## src/rtl/pll_seq_pkg.sv

```systemverilog
// Shared definitions for the PLL reset sequencer: state encoding and default timing.
package pll_seq_pkg;

    typedef enum logic [1:0] {
        PLL_RST   = 2'd0,
        WAIT_LOCK = 2'd1,
        HOLD      = 2'd2,
        RUN       = 2'd3
    } seq_state_t;

    localparam int DEF_PLL_RESET_CYCLES    = 16;
    localparam int DEF_LOCK_STABLE_CYCLES  = 256;
    localparam int DEF_LOCK_TIMEOUT_CYCLES = 65536;
    localparam int DEF_RESET_HOLD_CYCLES   = 64;

endpackage

```

## src/rtl/sync_2ff.sv

```systemverilog
// Generic two-flop bit synchroniser; both stages clear to 0 on asynchronous reset.
module sync_2ff (
    input  logic clk,
    input  logic reset,
    input  logic d,
    output logic q
);

    logic meta_r;

    // Two-stage capture of the asynchronous input.
    always_ff @(posedge clk or posedge reset) begin
        if (reset) begin
            meta_r <= 1'b0;
            q      <= 1'b0;
        end else begin
            meta_r <= d;
            q      <= meta_r;
        end
    end

endmodule

```

## src/rtl/pll_reset_sequencer.sv

```systemverilog
// Pulses the PLL reset, qualifies the synchronised lock with retry on timeout,
// and releases the active-high system reset once lock has been stable.
module pll_reset_sequencer
    import pll_seq_pkg::*;
#(
    parameter int PLL_RESET_CYCLES    = DEF_PLL_RESET_CYCLES,
    parameter int LOCK_STABLE_CYCLES  = DEF_LOCK_STABLE_CYCLES,
    parameter int LOCK_TIMEOUT_CYCLES = DEF_LOCK_TIMEOUT_CYCLES,
    parameter int RESET_HOLD_CYCLES   = DEF_RESET_HOLD_CYCLES
) (
    input  logic       clk,
    input  logic       reset,
    input  logic       pll_lock,
    input  logic       force_relock,
    output logic       pll_resetb,
    output logic       sys_reset,
    output logic       pll_ready,
    output logic       lock_lost,
    output logic [3:0] retry_count,
    output logic [1:0] seq_state
);

    localparam int RST_W = $clog2(PLL_RESET_CYCLES + 1);
    localparam int STB_W = $clog2(LOCK_STABLE_CYCLES + 1);
    localparam int TMO_W = $clog2(LOCK_TIMEOUT_CYCLES + 1);
    localparam int HLD_W = $clog2(RESET_HOLD_CYCLES + 1);

    logic             lock_s;
    seq_state_t       state_r, state_s;
    logic [RST_W-1:0] rst_cnt_r, rst_cnt_s;
    logic [STB_W-1:0] stable_cnt_r, stable_cnt_s;
    logic [TMO_W-1:0] tout_cnt_r, tout_cnt_s;
    logic [HLD_W-1:0] hold_cnt_r, hold_cnt_s;
    logic             lock_lost_s;
    logic [3:0]       retry_s;

    sync_2ff u_lock_sync (
        .clk   (clk),
        .reset (reset),
        .d     (pll_lock),
        .q     (lock_s)
    );

    // Next-state, counter and sticky-status logic.
    // rst_cnt_r holds the number of low cycles already driven on pll_resetb; the entry edge
    // drives it low, so every other state preloads 1, while the reset interval itself counts 0.
    always_comb begin
        state_s      = state_r;
        rst_cnt_s    = RST_W'(1);
        stable_cnt_s = '0;
        tout_cnt_s   = '0;
        hold_cnt_s   = '0;
        lock_lost_s  = lock_lost;
        retry_s      = retry_count;
        case (state_r)
            PLL_RST: begin
                if (rst_cnt_r == RST_W'(PLL_RESET_CYCLES)) begin
                    state_s   = WAIT_LOCK;
                    rst_cnt_s = '0;
                end else begin
                    rst_cnt_s = rst_cnt_r + RST_W'(1);
                end
            end
            WAIT_LOCK: begin
                tout_cnt_s   = tout_cnt_r + TMO_W'(1);
                stable_cnt_s = lock_s ? (stable_cnt_r + STB_W'(1)) : STB_W'(0);
                if (lock_s && (stable_cnt_r == STB_W'(LOCK_STABLE_CYCLES - 1))) begin
                    state_s = HOLD;
                end else if (tout_cnt_r == TMO_W'(LOCK_TIMEOUT_CYCLES - 1)) begin
                    state_s = PLL_RST;
                    retry_s = (retry_count == 4'd15) ? 4'd15 : (retry_count + 4'd1);
                end else begin
                    state_s = WAIT_LOCK;
                end
            end
            HOLD: begin
                hold_cnt_s = hold_cnt_r + HLD_W'(1);
                if (!lock_s) begin
                    state_s     = PLL_RST;
                    lock_lost_s = 1'b1;
                end else if (hold_cnt_r == HLD_W'(RESET_HOLD_CYCLES - 1)) begin
                    state_s = RUN;
                end else begin
                    state_s = HOLD;
                end
            end
            RUN: begin
                // A lock drop wins over a coincident relock request so it is never missed.
                if (!lock_s) begin
                    state_s     = PLL_RST;
                    lock_lost_s = 1'b1;
                end else if (force_relock) begin
                    state_s = PLL_RST;
                end else begin
                    state_s = RUN;
                end
            end
            default: begin
                state_s = PLL_RST;
            end
        endcase
    end

    // State, counter and output registers; outputs are decoded from the next state.
    always_ff @(posedge clk or posedge reset) begin
        if (reset) begin
            state_r      <= PLL_RST;
            rst_cnt_r    <= '0;
            stable_cnt_r <= '0;
            tout_cnt_r   <= '0;
            hold_cnt_r   <= '0;
            pll_resetb   <= 1'b0;
            sys_reset    <= 1'b1;
            pll_ready    <= 1'b0;
            lock_lost    <= 1'b0;
            retry_count  <= 4'd0;
        end else begin
            state_r      <= state_s;
            rst_cnt_r    <= rst_cnt_s;
            stable_cnt_r <= stable_cnt_s;
            tout_cnt_r   <= tout_cnt_s;
            hold_cnt_r   <= hold_cnt_s;
            pll_resetb   <= (state_s != PLL_RST);
            sys_reset    <= (state_s != RUN);
            pll_ready    <= (state_s == RUN);
            lock_lost    <= lock_lost_s;
            retry_count  <= retry_s;
        end
    end

    assign seq_state = state_r;

endmodule

```

## config.mk

```make
export PLATFORM = sky130hd
export DESIGN_NAME = pll_reset_sequencer
export DESIGN_NICKNAME = d
export VERILOG_FILES = /design/src/rtl/pll_seq_pkg.sv /design/src/rtl/sync_2ff.sv /design/src/rtl/pll_reset_sequencer.sv
export SDC_FILE = /design/constraint.sdc
export NUM_CORES = 1
export LEC_CHECK = 0
export ABC_AREA = 1
export CAP_MARGIN = 20
export CORE_MARGIN = 3
export CORE_UTILIZATION = 58
export CTS_CLUSTER_SIZE = 30
export DETAILED_ROUTE_END_ITERATION = 8
export HOLD_SLACK_MARGIN = 0.05
export PLACE_DENSITY = 0.89
export REMOVE_ABC_BUFFERS = 1
export SLEW_MARGIN = 30
export SYNTH_ARGS = -nofsm -noshare
export SYNTH_HDL_FRONTEND = slang
export SYNTH_HIERARCHICAL = 1
export SYNTH_SLANG_ARGS = --single-unit
```

## constraint.sdc

```tcl
create_clock -name clk -period 2.4 [get_ports clk]
set_input_delay 0.24 -clock clk [delete_from_list [all_inputs] [get_ports clk]]
set_output_delay 0.24 -clock clk [all_outputs]
set_load 0.02 [all_outputs]
```

==> results of run 1 <==
sequential cells by signal, summed over array words and instances (netlist names), 2 cells and up:
register	flops
seq_state	2
retry_count	4
hold_cnt_r	7
tout_cnt_r	17
rst_cnt_r	5
stable_cnt_r	9
cell families (layout without fill, tap and decap cells):
family | count (synthesis) | in the layout
buffers and inverters | 45 | 65
xor gates and xnor gates | 7 | 7
DFF | 50 | 50
AOI/OAI and AO/OA | 32 | 32
and+or+nand+nor | 142 | 142
adders and majority gates | 8 | 8
cell usage in the layout (no fill, tap or decap), drive strengths merged:
| master | n |
|---|---|
| nand2 | 53 |
| a21oi | 14 |
| nor3 | 6 |
| nand3 | 17 |
| buf | 2 |
| nor4 | 1 |
| dfstp | 1 |
| o21bai | 2 |
| and2 | 1 |
| o21a | 3 |
| xor2 | 3 |
| a31oi | 1 |
| inv | 43 |
| nand4 | 4 |
| ha | 8 |
| clkdlybuf4s50 | 13 |
| nor2 | 57 |
| nor3b | 1 |
| clkinv | 2 |
| a21boi | 1 |
| dfrtp | 49 |
| clkbuf | 5 |
| nand3b | 2 |
| xnor2 | 4 |
| o21ai | 11 |
synth_stat cells, drive strengths merged:
| cell | n |
|---|---|
| and2 | 1 |
| o21bai | 2 |
| xor2 | 3 |
| nor2 | 57 |
| inv | 43 |
| nor4 | 1 |
| dfrtp | 49 |
| ha | 8 |
| a21oi | 14 |
| buf | 2 |
| a31oi | 1 |
| nand3b | 2 |
| xnor2 | 4 |
| a21boi | 1 |
| dfstp | 1 |
| nand4 | 4 |
| nor3 | 6 |
| nand3 | 17 |
| o21ai | 11 |
| o21a | 3 |
| nand2 | 53 |
| nor3b | 1 |
through the flow:
| step | util (%) | hold WS (ns) | cells | area, um^2 |
|---|---|---|---|---|
| global route | 69.9 | 0.147 | 352 | 2660 |
| floorplan | - | -0.0188 | 282 | 2360 |
| CTS | 69.9 | 0.138 | 352 | 2660 |
| detailed placement | 67.9 | 0.352 | 345 | 2580 |
| global placement | 67.9 | 0.332 | 345 | 2580 |
| finish | 69.9 | 0.140 | 352 | 2660 |
area by class of cell:
type,instances,area (um^2)
sequential,50,1250
timing repair buffer,15,158
fill,291,1140
tap,48,60.1
clock inverter,2,10.0
inverter,43,161
clock buffer,5,68.8
multi-input combinational,189,946
power groups by stage:
stage               logic, uW  clock network [uW]  registers (uW)
floorplan                22.0                   0             868
finish                   37.5                 461             852
detailed placement       38.8                   0             869
global placement         37.1                   0             869
CTS                      38.9                 471             852
global route             42.8                 506             853
critical path: cells and delay by family, from the launching register on:
kind / cells / cell delay (ns)
DFF: 1 / 0.40
and+or+nand+nor: 6 / 0.89
adders and majority gates: 2 / 0.38
buffers and inverters: 1 / 0.13
AOI/OAI and AO/OA: 1 / 0.11
metal layers:
metal / up-vias / global-route usage, % / wire length [um]
met4: 0 / 9.36 / 89
met2: 36 / 35.4 / 2330
met3: 10 / 5.47 / 190
met5: - / 0 / 0
li1: 940 / - / -
met1: 880 / 24.3 / 1850
worst max path at each step:
stage                     end           from
3_3_place_gp   retry_count[0]  tout_cnt_r[0]
4_1_cts        retry_count[0]  tout_cnt_r[0]
6_report       retry_count[0]  tout_cnt_r[0]
5_1_grt        retry_count[0]  tout_cnt_r[0]
2_1_floorplan  retry_count[0]  tout_cnt_r[0]
3_5_place_dp   retry_count[0]  tout_cnt_r[0]
==> out/results.ini, run 1 <==
[drt]
post_route_antenna_net_violation_count = 0
drt-initial-drc-count = 122
vias = 1866
post-route-drc-count = 0
total_routed_wirelength_um = 4470
detail_route.first_pass.iterations = 4
route.detailed.wl_per_inst_um = 12.7
via_per_inst = 5.30

[die]
die_y_um = 70.0
core.rowCount = 22
core_ar_mm2 = 0.00380
start_util_pct = 62.5
io_pins = 14
fp.dieW_um = 70.0
die_area_mm2 = 0.00489

[synthesis]
synthMuxAreaShare_pct = 0
post_synth_and_or_nand_nor_area_fraction_pct = 25.6
post_synth_xor_area_fraction_pct = 2.58
synth_compound_gate_area_share_pct = 7.44
synth.ff_latch_count = 50
synth_top_family_by_area = simple AND/OR/NAND/NOR gates
synth_seq_area_share_pct = 52.8
yosys_warnings = 6
yosysTopAreaCellShare_pct = 51.7
synth-adder-area-share_pct = 4.22
postSynthAreaPerCell_um2 = 8.35
syn_inst = 284
netlist_top_cells_area = sky130_fd_sc_hd__dfrtp_1 52%, sky130_fd_sc_hd__nor2_1 8.5%, sky130_fd_sc_hd__nand2_1 8.2%
mappedNetlistArea_mm2 = 0.00237
synth.largest_area_cell = sky130_fd_sc_hd__dfrtp_1
synth.lib_cells_used.distinct = 27

[setup_path]
endpoint_kind = flip-flop
cp.required_ns = 2.59
regToRegEndpoint = retry_count[0]
criticalPathCategory = reg2reg
r2r_start = tout_cnt_r[0]
critical_path.cell_chain = ha_1 > nand2_1 > nor2_4 > nand4_1 > nor3_1 > ha_1 > nand3_1 > inv_2 > nand3_1 > o21a_1
timing.critical_path.arrival_ns = 2.23
setup.worst_path.start_class = flip-flop
critical_path.slowest_cell = sky130_fd_sc_hd__dfrtp_1
regToRegSetupSlack_ns = 0.37
timing.critical_path.slowest_cell_delay_ns = 0.40
critical_path.max_fanout = 6
r2r_cells = 10

[power]
design_power_total_uw = 1350
internal_power_uw = 1060
net-switching-power_uw = 295
p_leak_uw = 0.00127
power_switching_share_pct = 21.8
power.share.combinational_pct = 2.8
seq_power_share_pct = 63.1
vdd_drop_max_v = 0.000444
power_frac_clock_pct = 34.1
power_per_cell_area_mw_per_mm2 = 509

[run_status]
run_status = completed

[sta]
final.setup.worst_slack_ns = 0.366
timing.final.hold_violations = 0
slew_headroom_pct = 66.7
period_share_pct = 84.8
clock_skew_ns = 0.00923
maxSlewViolCount = 0
setup_tns_ns = 0
clock.fmax_ghz = 0.492
worst_pin_slew_ns = 0.499
final_period_minus_worst_setup_slack_ns = 2.03
grt_setup_unrepaired = no
finalSetupViolCount = 0

[clocking]
htree_num_levels = 2
clock_transition_at_the_registers_of_the_reported_paths_ns = 0.08
cts_made_buffers = 5
cts_root_buf = sky130_fd_sc_hd__clkbuf_8
worst_skew_pair.late_latency_ns = 0.30
postCtsHoldBufs = 0
tritoncts_num_sinks = 50
cts.repair_timing.setup_buffer_count = 0
tritoncts = done
clk_path_buf_depth = 2
cts_resized = 0

[global_route]
grt_start_max_net_pins = 27
grt-ovfl-total = 0
initial_antenna_violation_count = 0
grt_pass1_vias = 1915
grt_util_all_layers_pct = 20.7
grt_pass1_wl_um = 8060

[cells_and_area]
finish.net_count = 316
final_layout_size_suffix_gt1_share_pct = 5.59
synthToLayoutAreaGrowth_pct = 12.0
diodes = 0

[place]
portBuffers = 13
pre_cts_ws_ns = 0.359
detailedPlacementHpwl_um = 3360
place.gp.congestion = 0.953

[hold_path]
worst_hold_path_type = in2async

[run]
max-cap-violations = 0

Power figures use the tool's default switching activity.
==> run 2, diff against run 1 <==
==> constraint.sdc (replaced) <==
create_clock -name clk -period 1.9 [get_ports clk]
set_input_delay 0.19 -clock clk [delete_from_list [all_inputs] [get_ports clk]]
set_output_delay 0.19 -clock clk [all_outputs]
set_load 0.02 [all_outputs]
==> run 2 against run 1 <==
Compared with the run above: the flow now finishes with violations (setup timing); die area unchanged; sequential power up 27%; maximum frequency is 5.7% higher; largest power group unchanged.
==> out/results.ini, run 2 (synthesis gave the netlist of run 1 again) <==
[setup_path]
timing.critical_path.slowest_cell_delay_ns = 0.42  ; +0.02 ns
r2r_start = tout_cnt_r[5]
critical_path.max_fanout = 6  ; unchanged
cpMostUsedCell = sky130_fd_sc_hd__nand2_1
regToRegSetupSlack_ns = -0.03  ; -0.39 ns
timing.critical_path.arrival_ns = 2.11  ; -0.12 ns
endpoint_kind = flip-flop
worst_path_dominant_cell_family = simple AND/OR/NAND/NOR gates
setup.worst_path.start_class = flip-flop
critical_path.cell_chain = nand2_2 > nor2_4 > nand4_1 > nor3_2 > ha_2 > inv_2 > nand2_2 > nor2_2 > nor2_1 > nand2_1 > nand2_1 > nand2_1
critical_path.slowest_cell = sky130_fd_sc_hd__dfrtp_1
criticalPathCategory = reg2reg
cp.required_ns = 2.09  ; -0.50 ns
regToRegEndpoint = pll_resetb
crit_buf_inv = 1  ; unchanged
r2r_cells = 12  ; +2

[die]
core.rowCount = 22  ; unchanged
die_area_mm2 = 0.00489  ; unchanged
die_y_um = 70.0  ; unchanged
core_ar_mm2 = 0.00380  ; unchanged
io_pins = 14  ; unchanged
fp.dieW_um = 70.0  ; unchanged
start_util_pct = 62.5  ; unchanged

[power]
internal_power_uw = 1350  ; +28%
power_frac_clock_pct = 33.8  ; -0.3 points
power_per_cell_area_mw_per_mm2 = 592  ; +16%
p_leak_uw = 0.00138  ; +8.7%
seq_power_share_pct = 62.9  ; -0.2 points
power.share.combinational_pct = 3.4  ; +0.6 points
power_switching_share_pct = 21.6  ; -0.20 points
vdd_drop_max_v = 0.000487  ; +9.6%
net-switching-power_uw = 372  ; +26%

[drt]
drt-initial-drc-count = 135  ; +11%
vias = 1926  ; +3.2%
via_per_inst = 5.25  ; -1.0%
detail_route.first_pass.iterations = 4  ; unchanged
route.detailed.wl_per_inst_um = 14.6  ; +15%
total_routed_wirelength_um = 5370  ; +20%
post_route_antenna_net_violation_count = 0  ; unchanged
post-route-drc-count = 0  ; unchanged

[sta]
clock.fmax_ghz = 0.519  ; +5.7%
finalSetupViolCount = 2  ; +2
slew_headroom_pct = 78.8  ; +12 points
maxSlewViolCount = 0  ; unchanged
period_share_pct = 101  ; +17 points
clock_skew_ns = 0.00296  ; -0.00628 ns
final.setup.worst_slack_ns = -0.0253  ; -0.391 ns
worst_pin_slew_ns = 0.316  ; -0.183 ns
timing.hold.ws_ns = 0.0769  ; -0.0635 ns
timing.final.hold_violations = 0  ; unchanged
grt_setup_unrepaired = yes
final_period_minus_worst_setup_slack_ns = 1.93  ; -0.109 ns

[cells_and_area]
layout.cells.most_common = sky130_fd_sc_hd__nor2_1
fill_cells = 254  ; -13%
reg.largest.list = tout_cnt_r x17, stable_cnt_r x9, hold_cnt_r x7
largest_register_ffs = 17  ; unchanged
finish.net_count = 331  ; +4.7%
synthToLayoutAreaGrowth_pct = 22.5
diodes = 0  ; unchanged
largest-register = tout_cnt_r
final_layout_size_suffix_gt1_share_pct = 15.4  ; +9.8 points
most-common-layout-cells = 52 x sky130_fd_sc_hd__nor2_1, 49 x sky130_fd_sc_hd__dfrtp_1, 48 x sky130_fd_sc_hd__nand2_1, 39 x sky130_fd_sc_hd__inv_1, 15 x sky130_fd_sc_hd__buf_4

[place]
pre_cts_ws_ns = -0.141  ; -0.500 ns
detailedPlacementHpwl_um = 3430  ; +2.0%
portBuffers = 13  ; unchanged
place.gp.congestion = 0.836  ; -12%

[run_status]
violations = setup timing
run_status = finished with violations

[global_route]
grt_util_all_layers_pct = 22.5  ; +1.8 points
grt_start_max_net_pins = 49  ; +81%
grt_pass1_wl_um = 8630  ; +7.1%
grt_pass1_vias = 1909  ; -0.31%
grt-ovfl-total = 0  ; unchanged
initial_antenna_violation_count = 0  ; unchanged

[clocking]
tritoncts = done
postCtsHoldBufs = 0  ; unchanged
worst_skew_pair.late_latency_ns = 0.30  ; about the same
cts_made_buffers = 5  ; unchanged
tritoncts_num_sinks = 50  ; unchanged
htree_num_levels = 2  ; unchanged
clk_path_buf_depth = 2  ; unchanged
clock_transition_at_the_registers_of_the_reported_paths_ns = 0.08  ; about the same
cts_root_buf = sky130_fd_sc_hd__clkbuf_8

[run]
max-cap-violations = 0  ; unchanged

[hold_path]
worst_hold_path_type = in2async

run 2: cell types whose count changed in the layout (fill, tap and decap cells not counted), moves of 3 or more:
cell | previous run | this run
sky130_fd_sc_hd__ha_1 | 8 | 4
sky130_fd_sc_hd__nand3_1 | 17 | 14
sky130_fd_sc_hd__nand2_1 | 52 | 48
sky130_fd_sc_hd__buf_4 | 1 | 15
sky130_fd_sc_hd__ha_4 | 0 | 3
run 2: area by class of cell:
cell class / count / area [um^2] / area share (%)
Clock buffer: 7 / 76.3 / 2.63
Sequential cell: 50 / 1250 / 43.1
Timing Repair Buffer: 30 / 274 / 9.43
Inverter: 43 / 164 / 5.64
Multi-Input combinational cell: 189 / 1080 / 37.1
Tap cell: 48 / 60.1 / 2.07
run 2: worst reg2reg max path: stages (launching register included):
cell                      delay [ns]
sky130_fd_sc_hd__dfrtp_1        0.42
sky130_fd_sc_hd__nand2_2        0.11
sky130_fd_sc_hd__nor2_4         0.17
sky130_fd_sc_hd__nand4_1        0.15
sky130_fd_sc_hd__nor3_2         0.21
sky130_fd_sc_hd__ha_2           0.25
sky130_fd_sc_hd__inv_2          0.05
sky130_fd_sc_hd__nand2_2        0.05
sky130_fd_sc_hd__nor2_2         0.04
sky130_fd_sc_hd__nor2_1         0.15
sky130_fd_sc_hd__nand2_1        0.09
sky130_fd_sc_hd__nand2_1        0.09
sky130_fd_sc_hd__nand2_1        0.05
run 2: metrics by stage:
stage / cell area [um^2] / total power (uW) / setup TNS (ns) / instances / utilization (%)
2_1_floorplan: 2360 / 1120 / 0 / 282 / -
3_3_place_gp: 2620 / 1140 / 0 / 351 / 69.0
3_5_place_dp: 2620 / 1150 / -0.333 / 351 / 69.0
4_1_cts: 2800 / 1720 / -0.00878 / 363 / 73.6
5_1_grt: 2910 / 1790 / -0.491 / 367 / 76.5
6_report: 2910 / 1720 / -0.0494 / 367 / 76.5
run 2: power by group through the flow:
stage | Combinational (uW) | Clock [uW] | Sequential, uW
after detailed placement | 50.1 | 0 | 1100
final | 57.7 | 581 | 1080
after CTS | 57.3 | 587 | 1080
after global placement | 46.3 | 0 | 1100
after floorplan | 27.8 | 0 | 1100
after global routing | 65.1 | 641 | 1080
run 2: worst max-delay path by stage:
stage / from / end / slack, ns / cells past startpoint
finish: tout_cnt_r[5] / pll_resetb / -0.03 / 12
global placement: stable_cnt_r[0] / retry_count[2] / 0.11 / 10
detailed placement: stable_cnt_r[0] / retry_count[2] / -0.14 / 10
CTS: stable_cnt_r[1] / pll_resetb / -0.005 / 12
global route: tout_cnt_r[5] / pll_resetb / -0.19 / 12
floorplan: tout_cnt_r[0] / retry_count[0] / 0.12 / 10
run 2: timing repair:
item                       CTS  global route
resized for setup           12            19
setup endpoints to repair    6             7
pin swaps                    8            14
setup buffers                5             4
run 2: layer usage:
| layer | part of all wire (%) | global-route usage [%] | vias up | routed length (um) |
|---|---|---|---|---|
| li1 | - | - | 955 | - |
| met1 | 40 | 27.2 | 908 | 2170 |
| met2 | 54 | 39.2 | 53 | 2890 |
| met3 | 4.3 | 4.46 | 10 | 230 |
| met4 | 1.7 | 8.72 | 0 | 89 |
| met5 | 0 | 0 | - | 0 |
